File: src/rtl/counter_cmd_seq.sv
// counter_cmd_seq: command sequencer driving an 8-bit up/down load counter.
// Buffers LOAD/UP/DOWN/HOLD commands in a FIFO and replays each one as
// registered, cycle-accurate counter controls.
// Optional build macro: CNT_SEQ_SHADOW_EN adds a shadow counter model that
// compares against the real counter output and raises a sticky mismatch flag.
module counter_cmd_seq #(
  parameter int unsigned FIFO_DEPTH = 4
) (
  input  logic       clk,
  input  logic       rst_,
  input  logic       cmd_valid,
  output logic       cmd_ready,
  input  logic [1:0] cmd_op,
  input  logic [7:0] cmd_arg,
  input  logic       abort,
  output logic       ld_cnt_,
  output logic       updn_cnt,
  output logic       count_enb,
  output logic [7:0] data_in,
  output logic       busy,
  output logic       done
`ifdef CNT_SEQ_SHADOW_EN
  ,
  input  logic [7:0] data_out,
  output logic [7:0] shadow_cnt,
  output logic       mismatch
`endif
);

  localparam int unsigned AW = $clog2(FIFO_DEPTH);

  typedef enum logic [1:0] {S_IDLE, S_LOAD, S_RUN} state_t;
  typedef enum logic [1:0] {OP_LOAD = 2'b00, OP_UP = 2'b01, OP_DOWN = 2'b10, OP_HOLD = 2'b11} op_t;

  logic [9:0]  mem [FIFO_DEPTH];
  logic [AW:0] wr_ptr, rd_ptr;
  logic        empty, full, push, last_cycle, launch;
  op_t         head_op;
  logic [7:0]  head_arg;
  state_t      state;
  logic [7:0]  rem;

  // FIFO status, handshake and command-launch decisions
  always_comb begin
    empty      = (wr_ptr == rd_ptr);
    full       = (wr_ptr[AW] != rd_ptr[AW]) && (wr_ptr[AW-1:0] == rd_ptr[AW-1:0]);
    cmd_ready  = !full && !abort;
    push       = cmd_valid && cmd_ready;
    head_op    = op_t'(mem[rd_ptr[AW-1:0]][9:8]);
    head_arg   = mem[rd_ptr[AW-1:0]][7:0];
    // rem of 0 or 1 both mark the final cycle of a RUN command
    last_cycle = (state == S_LOAD) || ((state == S_RUN) && (rem <= 8'd1));
    launch     = !empty && ((state == S_IDLE) || last_cycle);
    busy       = (state != S_IDLE) || !empty;
  end

  // FIFO storage; contents need no reset since pointers gate validity
  always_ff @(posedge clk) begin
    if (push) mem[wr_ptr[AW-1:0]] <= {cmd_op, cmd_arg};
  end

  // FIFO pointers; abort flushes
  always_ff @(posedge clk or negedge rst_) begin
    if (!rst_) begin
      wr_ptr <= '0;
      rd_ptr <= '0;
    end else if (abort) begin
      wr_ptr <= '0;
      rd_ptr <= '0;
    end else begin
      if (push)   wr_ptr <= wr_ptr + 1'b1;
      if (launch) rd_ptr <= rd_ptr + 1'b1;
    end
  end

  // Sequencer FSM with registered counter controls
  always_ff @(posedge clk or negedge rst_) begin
    if (!rst_) begin
      state     <= S_IDLE;
      rem       <= '0;
      ld_cnt_   <= 1'b1;
      updn_cnt  <= 1'b1;
      count_enb <= 1'b0;
      data_in   <= '0;
      done      <= 1'b0;
    end else if (abort) begin
      state     <= S_IDLE;
      rem       <= '0;
      ld_cnt_   <= 1'b1;
      count_enb <= 1'b0;
      done      <= 1'b0;
    end else if (launch) begin
      if (head_op == OP_LOAD) begin
        state     <= S_LOAD;
        ld_cnt_   <= 1'b0;
        data_in   <= head_arg;
        count_enb <= 1'b0;
        done      <= 1'b1;
      end else begin
        state     <= S_RUN;
        rem       <= head_arg;
        ld_cnt_   <= 1'b1;
        done      <= (head_arg <= 8'd1);
        count_enb <= (head_op != OP_HOLD) && (head_arg != 8'd0);
        if ((head_op == OP_UP) && (head_arg != 8'd0))   updn_cnt <= 1'b1;
        if ((head_op == OP_DOWN) && (head_arg != 8'd0)) updn_cnt <= 1'b0;
      end
    end else if ((state == S_RUN) && !last_cycle) begin
      rem  <= rem - 8'd1;
      done <= (rem == 8'd2);
    end else if (last_cycle) begin
      state     <= S_IDLE;
      ld_cnt_   <= 1'b1;
      count_enb <= 1'b0;
      done      <= 1'b0;
    end
  end

`ifdef CNT_SEQ_SHADOW_EN
  logic armed;

  // Shadow counter tracks emitted controls; checks begin after the first load
  always_ff @(posedge clk or negedge rst_) begin
    if (!rst_) begin
      shadow_cnt <= '0;
      mismatch   <= 1'b0;
      armed      <= 1'b0;
    end else if (abort) begin
      mismatch <= 1'b0;
      armed    <= 1'b0;
    end else begin
      if (!ld_cnt_) begin
        shadow_cnt <= data_in;
        armed      <= 1'b1;
      end else if (count_enb) begin
        shadow_cnt <= updn_cnt ? shadow_cnt + 8'd1 : shadow_cnt - 8'd1;
      end
      if (armed && (data_out != shadow_cnt)) mismatch <= 1'b1;
    end
  end
`endif

endmodule

File: config.mk
export PLATFORM = sky130hd
export DESIGN_NAME = counter_cmd_seq
export DESIGN_NICKNAME = d
export VERILOG_FILES = /design/src/rtl/counter_cmd_seq.sv
export SDC_FILE = /design/constraint.sdc
export NUM_CORES = 1
export LEC_CHECK = 0
export BUFFER_PORTS_ARGS = -buffer_cell sky130_fd_sc_hd__buf_2
export CORE_ASPECT_RATIO = 0.6
export CORE_MARGIN = 2
export CORE_UTILIZATION = 55
export CTS_BUF_LIST = sky130_fd_sc_hd__clkbuf_16
export DETAILED_ROUTE_END_ITERATION = 8
export GPL_ROUTABILITY_DRIVEN = 0
export GPL_TIMING_DRIVEN = 0
export MAX_ROUTING_LAYER = met4
export PLACE_DENSITY = 0.82
export SYNTH_ARGS = -nofsm -noshare
export SYNTH_HDL_FRONTEND = slang
export SYNTH_SLANG_ARGS = --single-unit
File: constraint.sdc
create_clock -name clk -period 7.4 [get_ports clk]
set_input_delay 0 -clock clk [delete_from_list [all_inputs] [get_ports clk]]
set_output_delay 0 -clock clk [all_outputs]
set_load 0.01 [all_outputs]
**Yosys cells after proc, flatten, opt, wreduce, memory -nomap -nowiden**

Memory sizes are Yosys's and may differ from the RTL's.
Cells that the tools add are included.

- Register bits: 28
- RAM bits: 40
- Bits of input ports: 14
- Logic and storage cells: 89
- Memories kept: 1

- $add $sub $neg: 3
- $lt $le $gt $ge: 2
- Equality and inequality tests: 11
- Multiplexer cells: 31
- Bitwise gates (word level): 2
- Reduce and logical (&&, ||, !) cells: 30

Memories:

| name | words | bits a word | read ports | clocked after Yosys merged registers in | wr ports | line | text |
|---|---|---|---|---|---|---|---|
| mem | 4 | 10 | 1 | 0 | 1 | 35 | `logic [9:0] mem [FIFO_DEPTH];` |

Operator list:

| operator | number |
|---|---|
| 2-to-1 mux 8 bit | 4 |
| 2-to-1 mux 1 bit | 18 |
| <= comparator 8 x 1 -> 1 bit (second input constant) | 2 |
| 2-to-1 mux 3 bit | 4 |
| 2-to-1 mux 2 bit | 5 |
| logical AND 1 bit | 9 |
| equality test 8 x 2 -> 1 bit (second input constant) | 1 |
| nonzero test 2 bit | 4 |
| nonzero test 8 bit | 1 |
| subtractor 8 x 1 -> 8 bit (second input constant) | 1 |
| adder 3 x 1 -> 3 bit (second input constant) | 2 |
| != test 3 bit (second input constant) | 2 |
| nonzero test 3 bit | 2 |
| equality test 2 x 1 -> 1 bit (second input constant) | 2 |
| equality test 2 bit (second input constant) | 2 |
| zero test 1 bit | 4 |
| zero test 2 bit | 2 |
| AND reduction 2 bit | 2 |
| AND reduction 4 bit | 1 |
| nonzero test 4 bit | 1 |
| equality test 3 bit | 1 |
| logical OR 1 bit | 3 |
| AND reduction 3 bit | 1 |
| equality test 2 bit | 1 |
| 3 further kinds | 4 |

**Logic depth before layout (Yosys ltp)**

Gate-level depths: netlist of the first run.

- Depth after elaboration: 8
- Mapped depth: 8
- Mapped depth without buffers: 7

**Worst setup path before layout of the first run**

Ideal clock, no wire load.

- Path kind: reg-to-reg
- From: reg rd_ptr[0]
- To: reg done
- Setup time: 0.096 ns
- Arrival time: 2.348 ns
- Required time: 7.304 ns
- Setup slack: 4.957 ns
- Cell stages (with the launch flop): 6
- Path buffers: 1
- Period minus slack after synthesis: 2.443 ns
- Path through: dfrtp_1 > buf_6 > mux4_2 > or4_1 > or4_1 > a311oi_2

- Word-level cells in the longest chain between the ends: 5

RTL lines:

| what | line | text |
|---|---|---|
| from (decl) | 36 | `logic [AW:0] wr_ptr, rd_ptr;` |
| from (signal assigned) | 72 | `if (launch) rd_ptr <= rd_ptr + 1'b1;` |
| memory (4 x 10 bit) or equality test 3 bit (tied branches) | n/a |  |
| <= comparator 8 x 1 -> 1 bit (tied with other cells) | 103 | `done <= (head_arg <= 8'd1);` |
| 2-to-1 mux 1 bit or logical AND 1 bit (tied branches) | 93, 53 |  |
| 2-to-1 mux 1 bit | 92 | `end else if (launch) begin` |
| 2-to-1 mux 1 bit | 86 | `end else if (abort) begin` |
| to (signal assigned) | 103 |  |
| to (signal assigned) | 110 | `done <= (rem == 8'd2);` |
| to (decl) | 21 | `output logic done` |

Parallel ways exist; a longest one is shown, timed or not.
A chain may end at the register's enable or synchronous reset.

**Worst setup path in the final report of the first run**

- From: reg rem[0]
- To: reg rem[7]

- Word-level cells in the longest chain between the ends: 7

RTL lines:

| what | line | text |
|---|---|---|
| from (decl) | 41 | `logic [7:0] rem;` |
| from (signal assigned) | 101 | `rem <= head_arg;` |
| from (signal assigned) | 109 | `rem <= rem - 8'd1;` |
| <= comparator 8 x 1 -> 1 bit | 52 | `last_cycle = (state == S_LOAD) \|\| ((state == S_RUN) && (rem <= 8'd1));` |
| logical AND 1 bit | 52 |  |
| logical OR 1 bit | 52 |  |
| logical OR 1 bit or zero test 1 bit (tied branches) | 53, 108 |  |
| logical AND 1 bit, on equally long branches | 53, 108 |  |
| != test 3 bit (no source line) (tied with other cells) | n/a |  |
| AND reduction 2 bit (no source line) or 2-to-1 mux 8 bit (tied branches) | n/a |  |

Parallel ways exist; a longest one is shown, timed or not. The select of a mux whose other input is x is not followed.

==> results of run 1 <==
==> worst paths after layout <==
path	end	slack [ns]	cells after the start
setup / recovery	rem[7]	4.59	8
hold / removal	wr_ptr[0]	0.03	3
setup reg to reg	rem[7]	4.59	8
hold reg to reg	updn_cnt	0.49	2
max in group asynchronous	rem[6]	6.75	2
min in group asynchronous	state[0]	0.23	2
==> layout make-up <==
cell class,count,area share
repair buffers,38,0.06341
multi-input cells,139,0.3119
plain buffers,9,0.01068
inverters,8,0.007764
clock inverters,7,0.02976
clock buffers,9,0.05823
well taps,80,0.02588
flip-flops and latches,68,0.4924
==> what timing repair did <==
action / CTS / global route
gates resized for setup: 0 / 0
endpoints found under the hold margin: 66 / 0
hold buffers: 11 / 0
==> cell families after synthesis <==
family / after synthesis / synth area share
flip-flops: 68 / 0.5985
AND/OR/NAND/NOR: 61 / 0.1007
AO/OA/AOI/OAI: 42 / 0.1085
multiplexers: 20 / 0.1164
buffers and inverters: 17 / 0.02241
XOR/XNOR: 8 / 0.02202
adder cells (fa/ha/maj): 8 / 0.03146
==> Yosys cell counts (5+ instances only) <==
| master | number |
|---|---|
| edfxtp_1 | 40 |
| dfrtp_1 | 26 |
| nor2_1 | 13 |
| nand2_1 | 10 |
| mux2_2 | 9 |
| mux4_1 | 9 |
| ha_1 | 8 |
| inv_1 | 8 |
| nand4_1 | 8 |
| clkbuf_1 | 7 |
| nor3_1 | 7 |
| xor2_1 | 6 |
| a22o_1 | 5 |
| o21ai_0 | 5 |
| or3_1 | 5 |
==> per-stage QoR <==
stage	power [mW]	utilization	area (sq um)	instances
CTS	1.548	0.6943	3867	358
finish	1.549	0.6943	3867	358
global route	1.641	0.6943	3867	358
floorplan	0.9037	-	3182	224
global placement	1.041	0.6134	3417	331
detailed placement	1.057	0.6134	3417	331
==> registers in the layout, summed over array words and instances, names as in the netlist <==
| register | count |
|---|---|
| mem | 40 |
| data_in | 8 |
| rem | 8 |
| rd_ptr | 3 |
| wr_ptr | 3 |
| state | 2 |
| count_enb | 1 |
| done | 1 |
| ld_cnt_ | 1 |
| updn_cnt | 1 |
==> power by group <==
group / total, mW / internal (mW) / leakage (nW) / switching, mW
Sequential: 0.522 / 0.468 / 0.721 / 0.0542
Combinational: 0.542 / 0.224 / 0.639 / 0.318
Clock: 0.485 / 0.328 / 0.167 / 0.157
Total: 1.55 / 1.02 / 1.53 / 0.529
==> routing by layer <==
layer,global-route usage,vias up
met5,-,-
li1,-,1001
met1,0.3379,1054
met4,0.07333,0
met2,0.3462,79
met3,0.07718,12
==> worst max-delay path: stages, from the launching register on <==
cell      delay (ns)
dfrtp_1         0.43
inv_1           0.14
ha_1            0.28
nor2_1          0.40
o41ai_4         0.21
nand4_1         0.31
clkbuf_1        0.48
o221ai_1        0.23
a22o_1          0.22
==> flow_summary_export.csv, run 1 <==
group,metric,value,unit
run_status,status,"finished, final reports clean",
sta,worstMarginPinSlew,0.8086,ns
die,die_w,102.2,microns
detailed_routing,wl_per_cell,18.45,microns
sta,hold_viol,0,
logic_synthesis,yosys.area.top_type,"edfxtp_1",
detailed_routing,highest_layer,"met4",
sta,finalSetupViolCount,0,
clock_network,clock_path_buffers,2,
finish,final_common_cell,"edfxtp_1",
detailed_routing,dr_wl_met2,3033,microns
finish,multi_input_area,1206,sq um
finish,area_delta_synth_final,21.55,%
sta,drv_slew,0,
grt,grt_max_degree,29,
logic_synthesis,ys_ff_latch,68,
detailed_routing,via_per_inst,5.994,
clock_network,cts_tree,"yes",
clock_network,cts_sinks,68,
die,dieArea,6429,sq um
grt,antenna_found_initial,0,
sta,period_needed,2.813,ns
worst_hold_path,min_path_type,"in2reg",
logic_synthesis,async_reset_ff_frac,0.4118,
logic_synthesis,synth_area_leaders,"edfxtp_1, dfrtp_1, mux4_1",
pwr,peakVddDrop,0.2425,mV
sta,fmax,355.5,MHz
setup_path,worstPathMaxFanout,10,
finish,regArea,1904,sq um
setup_path,worstSetupEndpointType,"flip-flop",
logic_synthesis,avgSynthCellArea,14.20,sq um
place,pre_cts_slack,4.599,ns
worst_hold_path,min_from,"cmd_valid",
sta,timing.hold.ws,0.03265,ns
detailed_routing,final_antenna_net_count,0,
detailed_routing,remaining_drc_errors,0,
setup_path,worstPathArrival,3.03,ns
sta,finalClockSkew,0.005442,ns
place,hpwl,4441,microns
pwr,p_per_area,400.5,nW/um^2
setup_path,r2r_start,"rem[0]",
grt,grt_overflow_total,0,
grt,first_global_vias,2183,
detailed_routing,wl_met3,481,microns
die,coreArea,5570,sq um
die,pin_count,28,
finish,antennaDiodeCount,0,
logic_synthesis,synth.top_cell.area_share,0.3775,
clock_network,clk_latency,0.33,ns
finish,drive_above_1_share,0.2122,
finish,final_nets,295,
finish,final_cell_mix,"edfxtp_1, buf_2, dfrtp_1, nor2_1, dlygate4sd3_1",
sta,tns,0,ns
sta,fin_ws,4.587,ns
sta,fin_crit_sh,0.3802,
job,drv_cap,0,
grt,grt_pass1_wl,11150,microns
die,die_y,62.92,microns
pwr,leakage,1.528,nW
clock_network,clk_pin_slew,0.06,ns
setup_path,crit_start,"rem[0]",
setup_path,path_class,"reg2reg",
clock_network,cts_setup_buffers,0,
detailed_routing,drtIter0Drc,120,
setup_path,start_kind,"flip-flop",
setup_path,critical_path_required,7.62,ns
sta,maxSlewHeadroom,0.4568,
clock_network,numCtsBuffers,9,
logic_synthesis,yosysUniqueCellTypes,50,
place,io_buffers,27,
die,start_util,0.5712,
detailed_routing,wl_met1,2991,microns
logic_synthesis,netlist_area,3182,sq um
die,rows,21,
detailed_routing,drtPass1Iterations,4,
logic_synthesis,synth_top_flop_cell,"edfxtp_1",
clock_network,h-tree-depth,3,
detailed_routing,vias,2146,
detailed_routing,drt-total-wl,6605,microns
clock_network,clock-root-buffer,"clkbuf_16",
logic_synthesis,ys_warn_count,0,
logic_synthesis,ys_seq_area_frac,0.5985,
finish,n_fill_cell,413,
logic_synthesis,postSynthCellCount,224,
logic_synthesis,synthesis.nets,246,
sta,rsz0062_at_grt,"false",
logic_synthesis,synth_edf_count,40,
grt,grt_usage,0.2432,
(Power assumes the default switching activity.)
==> run 2: changes to the inputs <==
- clock period: 7.4 -> 2.6 ns (I/O delays scaled with it)
==> run 2 against run 1 <==
Cell area is 1.1% higher. Combinational power grew to 3.0 times the previous value. Die area stayed put. Global-route usage is 0.25 points higher. Clock power grew to 2.8 times the previous value. Sequential share of layout area is 0.49 points lower. Worst hold slack worse by 0.0015 ns. Critical path depth is 4 lower. Critical path type unchanged. Critical endpoint is now done. Highest routed layer unchanged.
==> flow_summary_export.csv, run 2 (same netlist as run 1, synthesis figures left out) <==
group,metric,value,unit
grt,grt_overflow_total,0,
detailed_routing,drt-total-wl,6671,microns
detailed_routing,via_per_inst,6.014,
finish,final_nets,297,
sta,hold_viol,0,
grt,grt_usage,0.2457,
place,hpwl,4441,microns
sta,fmax,398.9,MHz
detailed_routing,wl_per_cell,18.53,microns
clock_network,h-tree-depth,3,
setup_path,critical_path_required,2.83,ns
setup_path,start_kind,"flip-flop",
worst_hold_path,holdPathStages,3,
worst_hold_path,min_from,"cmd_valid",
die,pin_count,28,
detailed_routing,vias,2165,
pwr,sw_frac_of_total,0.3405,
sta,drv_slew,0,
setup_path,regToRegEndpoint,"done",
finish,final_cell_mix,"edfxtp_1, buf_2, dfrtp_1, nor2_1, dlygate4sd3_1",
clock_network,clock_path_buffers,2,
clock_network,clock-root-buffer,"clkbuf_16",
finish,area_delta_synth_final,22.85,%
sta,worstMarginPinSlew,0.7322,ns
detailed_routing,drtPass1Iterations,4,
clock_network,cts_sinks,68,
grt,first_global_vias,2200,
clock_network,numCtsBuffers,9,
setup_path,worstSetupEndpointType,"flip-flop",
sta,tns,0,ns
place,io_buffers,27,
worst_hold_path,min_path_type,"in2reg",
place,dpl.cell_count,331,
grt,antenna_found_initial,0,
setup_path,reg2reg_slack,0.09,ns
finish,final_common_cell,"edfxtp_1",
die,start_util,0.5712,
sta,fin_crit_sh,0.9641,
die,coreArea,5570,sq um
sta,finalClockSkew,0.004318,ns
pwr,p_switching,1.525,mW
pwr,peakVddDrop,0.6900,mV
finish,antennaDiodeCount,0,
grt,grt_pass1_wl,11260,microns
pwr,seqPwrFrac,0.333,
setup_path,worstPathArrival,2.74,ns
clock_network,clk_latency,0.33,ns
clock_network,cts_tree,"yes",
detailed_routing,drtIter0Drc,139,
die,dieArea,6429,sq um
die,rows,21,
pwr,internal_power,2.954,mW
pwr,p_per_area,1146,nW/um^2
job,drv_cap,0,
setup_path,worstPathMaxFanout,4,
detailed_routing,final_antenna_net_count,0,
pwr,p_comb_frac,0.360,
grt,grt_max_degree,29,
die,die_w,102.2,microns
pwr,power,4.479,mW
pwr,leakage,1.545,nW
sta,finalSetupViolCount,0,
run_status,status,"finished, final reports clean",
die,die_y,62.92,microns
sta,rsz0062_at_grt,"false",
worst_hold_path,min_to,"wr_ptr[0]",
sta,period_needed,2.507,ns
setup_path,reg2reg_depth,4,
finish,drive_above_1_share,0.2536,
sta,maxSlewHeadroom,0.5057,
clock_network,clk_pin_slew,0.06,ns
pwr,p_clk_frac,0.307,
finish,stdcell_count,360,
setup_path,r2r_start,"rd_ptr[0]",
detailed_routing,remaining_drc_errors,0,
finish,largest_register_ffs,40,
setup_path,path_class,"reg2reg",
## run 2: changes by cell type in the layout (fill, tap and decap cells not counted), sizes merged
| cell | delta |
|---|---|
| buf | +2 |
## run 2: stage by stage
step                      utilization  area (sq um)  worst slack, ns  hold slack [ns]
after floorplan                     -          3182           0.1568          -0.2956
after global placement         0.6134          3417          -0.1823          0.05337
after detailed placement       0.6134          3417          -0.2006          0.05844
after CTS                      0.6983          3890         0.003905          0.01438
after global routing           0.7017          3909         0.005729          0.05379
final                          0.7017          3909          0.09341          0.03114
## run 2: repair_timing
item	CTS	global route
pin swaps	1	1
endpoints found under the setup margin	11	15
cloned	0	0
hold buffers	11	0
resized for setup	7	8
setup buffers	2	0
endpoints found under the hold margin	66	0
## run 2: cell type report
cell class / instances / area, sq um
sequential: 68 / 1906
buffer: 9 / 58.81
multi-input combinational: 139 / 1214
inverter: 8 / 30.03
clock buffer: 9 / 225.2
tap: 80 / 100.1
fill: 410 / 1662
clock inverter: 7 / 115.1
timing repair buffer: 40 / 260.3
## run 2: worst max-delay path, cell delays in order, from the launching register on
cell and delay (ns):
dfrtp_2 0.44, mux4_1 0.65, or4_4 0.55, or4_1 0.55
a311oi_2 0.22
## run 2: worst max path at each step
stage                             to       from  slack [ns]
after detailed placement        done  rd_ptr[1]       -0.20
after global placement    data_in[1]     rem[0]       -0.18
after floorplan                 done  rd_ptr[0]        0.16
after CTS                       done  rd_ptr[0]       0.004
after global routing      data_in[3]     rem[0]       0.006
final                           done  rd_ptr[0]        0.09
## run 2: power groups by stage
stage | Sequential, mW | Combinational (mW) | Clock [mW]
2_1_floorplan | 1.50 | 1.07 | 0
3_3_place_gp | 1.49 | 1.47 | 0
3_5_place_dp | 1.50 | 1.51 | 0
4_1_cts | 1.49 | 1.56 | 1.40
5_1_grt | 1.51 | 1.79 | 1.45
6_report | 1.49 | 1.61 | 1.37
## run 2: per-layer routing
layer | up-vias | track usage | routed length, microns
met1 | 1068 | 0.3417 | 3043
met3 | 6 | 0.08054 | 511
met2 | 91 | 0.3454 | 3051
met4 | 0 | 0.07833 | 65
met5 | - | - | 0
li1 | 1000 | - | -
==> run 3: changes to the inputs <==
- CORE_UTILIZATION: 55 -> 53
- PLACE_DENSITY: 0.82 -> 0.83
- clock period: 2.6 -> 2.3 ns (I/O delays scaled with it)
==> run 3 against run 2 <==
The flow now finishes with violations (negative setup slack). Non-clock buffer count up 18. Worst hold slack worse by 0.0057 ns. Global-route usage is 0.51 points higher. Maximum frequency up 6.8%. Die area increased by 3.6%. Cell count grew 5.0%. Critical path type unchanged. Critical endpoint unchanged. Highest routed layer unchanged.
==> flow_summary_export.csv, run 3 (same netlist as run 1, synthesis figures left out) <==
group,metric,value,unit
setup_path,reg2reg_slack,-0.05,ns
place,io_buffers,27,
grt,first_global_vias,2286,
pwr,p_clk_frac,0.256,
run_status,status,"finished, violations left",
finish,largest_register_ffs,40,
setup_path,reg2reg_depth,5,
detailed_routing,remaining_drc_errors,0,
grt,grt_pass1_wl,12160,microns
pwr,p_comb_frac,0.429,
setup_path,worstPathArrival,2.59,ns
die,die_y,64.02,microns
detailed_routing,drtIter0Drc,145,
clock_network,clk_pin_slew,0.06,ns
setup_path,slowest_stage,"or4_4",
clock_network,cts_tree,"yes",
sta,fin_crit_sh,1.021,
pwr,p_per_area,1312,nW/um^2
detailed_routing,vias,2263,
pwr,leakage,1.605,nW
sta,maxSlewHeadroom,0.5778,
sta,fin_ws,-0.04790,ns
finish,regArea,1907,sq um
finish,final_nets,315,
place,hpwl,4499,microns
finish,antennaDiodeCount,0,
job,drv_cap,0,
detailed_routing,drt-total-wl,7487,microns
finish,final_common_cell,"edfxtp_1",
die,die_w,104.0,microns
finish,n_fill_cell,380,
setup_path,start_kind,"flip-flop",
detailed_routing,drtPass1Iterations,4,
setup_path,path_class,"reg2reg",
clock_network,cts_sinks,68,
detailed_routing,via_per_inst,5.987,
die,start_util,0.5606,
sta,timing.hold.ws,0.02549,ns
finish,final_cell_mix,"edfxtp_1, buf_2, dfrtp_1, buf_4, dlygate4sd3_1",
sta,worstMarginPinSlew,0.6333,ns
place,pre_cts_slack,-0.5687,ns
sta,finalClockSkew,0.005015,ns
clock_network,clk_latency,0.33,ns
setup_path,path_delay_family,"simple AND/OR/NAND/NOR gates",
sta,rsz0062_at_grt,"true",
sta,drv_slew,0,
sta,tns,-0.09290,ns
setup_path,worstSetupEndpointType,"flip-flop",
setup_path,regToRegEndpoint,"done",
grt,grt_max_degree,29,
die,pin_count,28,
pwr,seqPwrFrac,0.315,
pwr,sw_frac_of_total,0.3599,
die,rows,21,
setup_path,cp_slowest_stage_delay,0.51,ns
sta,hold_viol,0,
grt,grt_overflow_total,0,
setup_path,crit_top_cell,"or4_4",
worst_hold_path,holdPathStages,3,
finish,multi_input_area,1260,sq um
setup_path,r2r_start,"rd_ptr[0]",
pwr,peakVddDrop,0.8531,mV
sta,period_needed,2.348,ns
sta,finalSetupViolCount,3,
grt,antenna_found_initial,0,
detailed_routing,final_antenna_net_count,0,
pwr,p_switching,1.932,mW
clock_network,clock-root-buffer,"clkbuf_16",
die,dieArea,6659,sq um
setup_path,crit_chain,"buf_8 -> mux4_2 -> or4_4 -> or4_4 -> a311oi_2",
sta,fmax,425.9,MHz
clock_network,clock_path_buffers,2,
place,dpl.cell_count,331,
pwr,internal_power,3.436,mW
clock_network,h-tree-depth,3,
run_status,violations,"negative setup slack",
die,coreArea,5675,sq um
finish,post-route-util,0.7207,
clock_network,numCtsBuffers,9,
finish,area_delta_synth_final,28.55,%
worst_hold_path,min_from,"cmd_valid",
setup_path,worstPathMaxFanout,5,
setup_path,path_buf_inv,1,
setup_path,critical_path_required,2.54,ns
finish,stdcell_count,378,
grt,grt_usage,0.2508,
worst_hold_path,min_to,"wr_ptr[0]",
finish,drive_above_1_share,0.3758,
worst_hold_path,min_path_type,"in2reg",
detailed_routing,wl_per_cell,19.81,microns
[run 3: power by group through the flow]
stage                     clock network, mW  registers [mW]  logic, mW
after floorplan                           0            1.70       1.21
after global placement                    0            1.69       1.67
after detailed placement                  0            1.69       1.73
after CTS                              1.40            1.68       2.01
after global routing                   1.46            1.72       2.47
final                                  1.37            1.69       2.30
[run 3: worst max-delay path by stage]
stage / startpoint / end / slack (ns) / cells past startpoint
6_report: rd_ptr[0] / done / -0.05 / 5
2_1_floorplan: rd_ptr[0] / done / 0.0004 / 5
3_5_place_dp: rem[0] / data_in[1] / -0.57 / 7
3_3_place_gp: rem[0] / data_in[1] / -0.52 / 7
5_1_grt: rd_ptr[0] / count_enb / -0.13 / 6
4_1_cts: rd_ptr[0] / done / -0.04 / 5
[run 3: stage by stage]
| stage | power [mW] | area [sq um] |
|---|---|---|
| final | 5.367 | 4090 |
| after global routing | 5.648 | 4090 |
| after CTS | 5.091 | 3965 |
| after detailed placement | 3.417 | 3413 |
| after global placement | 3.364 | 3413 |
| after floorplan | 2.910 | 3178 |
[run 3: timing repair]
item / 4_1_cts / 5_1_grt
hold endpoints to repair: 66 / 0
setup buffers: 12 / 9
pin swaps: 4 / 7
resized for setup: 25 / 21
hold buffers: 11 / 0
setup endpoints to repair: 23 / 60
cloned: 1 / 0
[run 3: area by class of cell]
class | instances | share of cell area
timing repair buffer | 60 | 0.1071
sequential | 68 | 0.4662
tap | 80 | 0.02447
multi-input combinational | 139 | 0.3080
clock buffer | 9 | 0.05506
buffer | 7 | 0.01346
clock inverter | 7 | 0.01835
inverter | 8 | 0.007342
[run 3: per-layer routing]
metal  share of wire  vias to the layer above  GRT usage
li1                -                     1028          -
met5               0                        -          -
met2            0.48                       99     0.3840
met1            0.43                     1118     0.3315
met3           0.077                       18    0.06837
met4           0.020                        0    0.07939
[run 3: worst register-to-register path, cell delays in order (launching register included)]
cell and delay, ns:
dfrtp_2 0.46, buf_8 0.15, mux4_2 0.50, or4_4 0.51, or4_4 0.43, a311oi_2 0.20
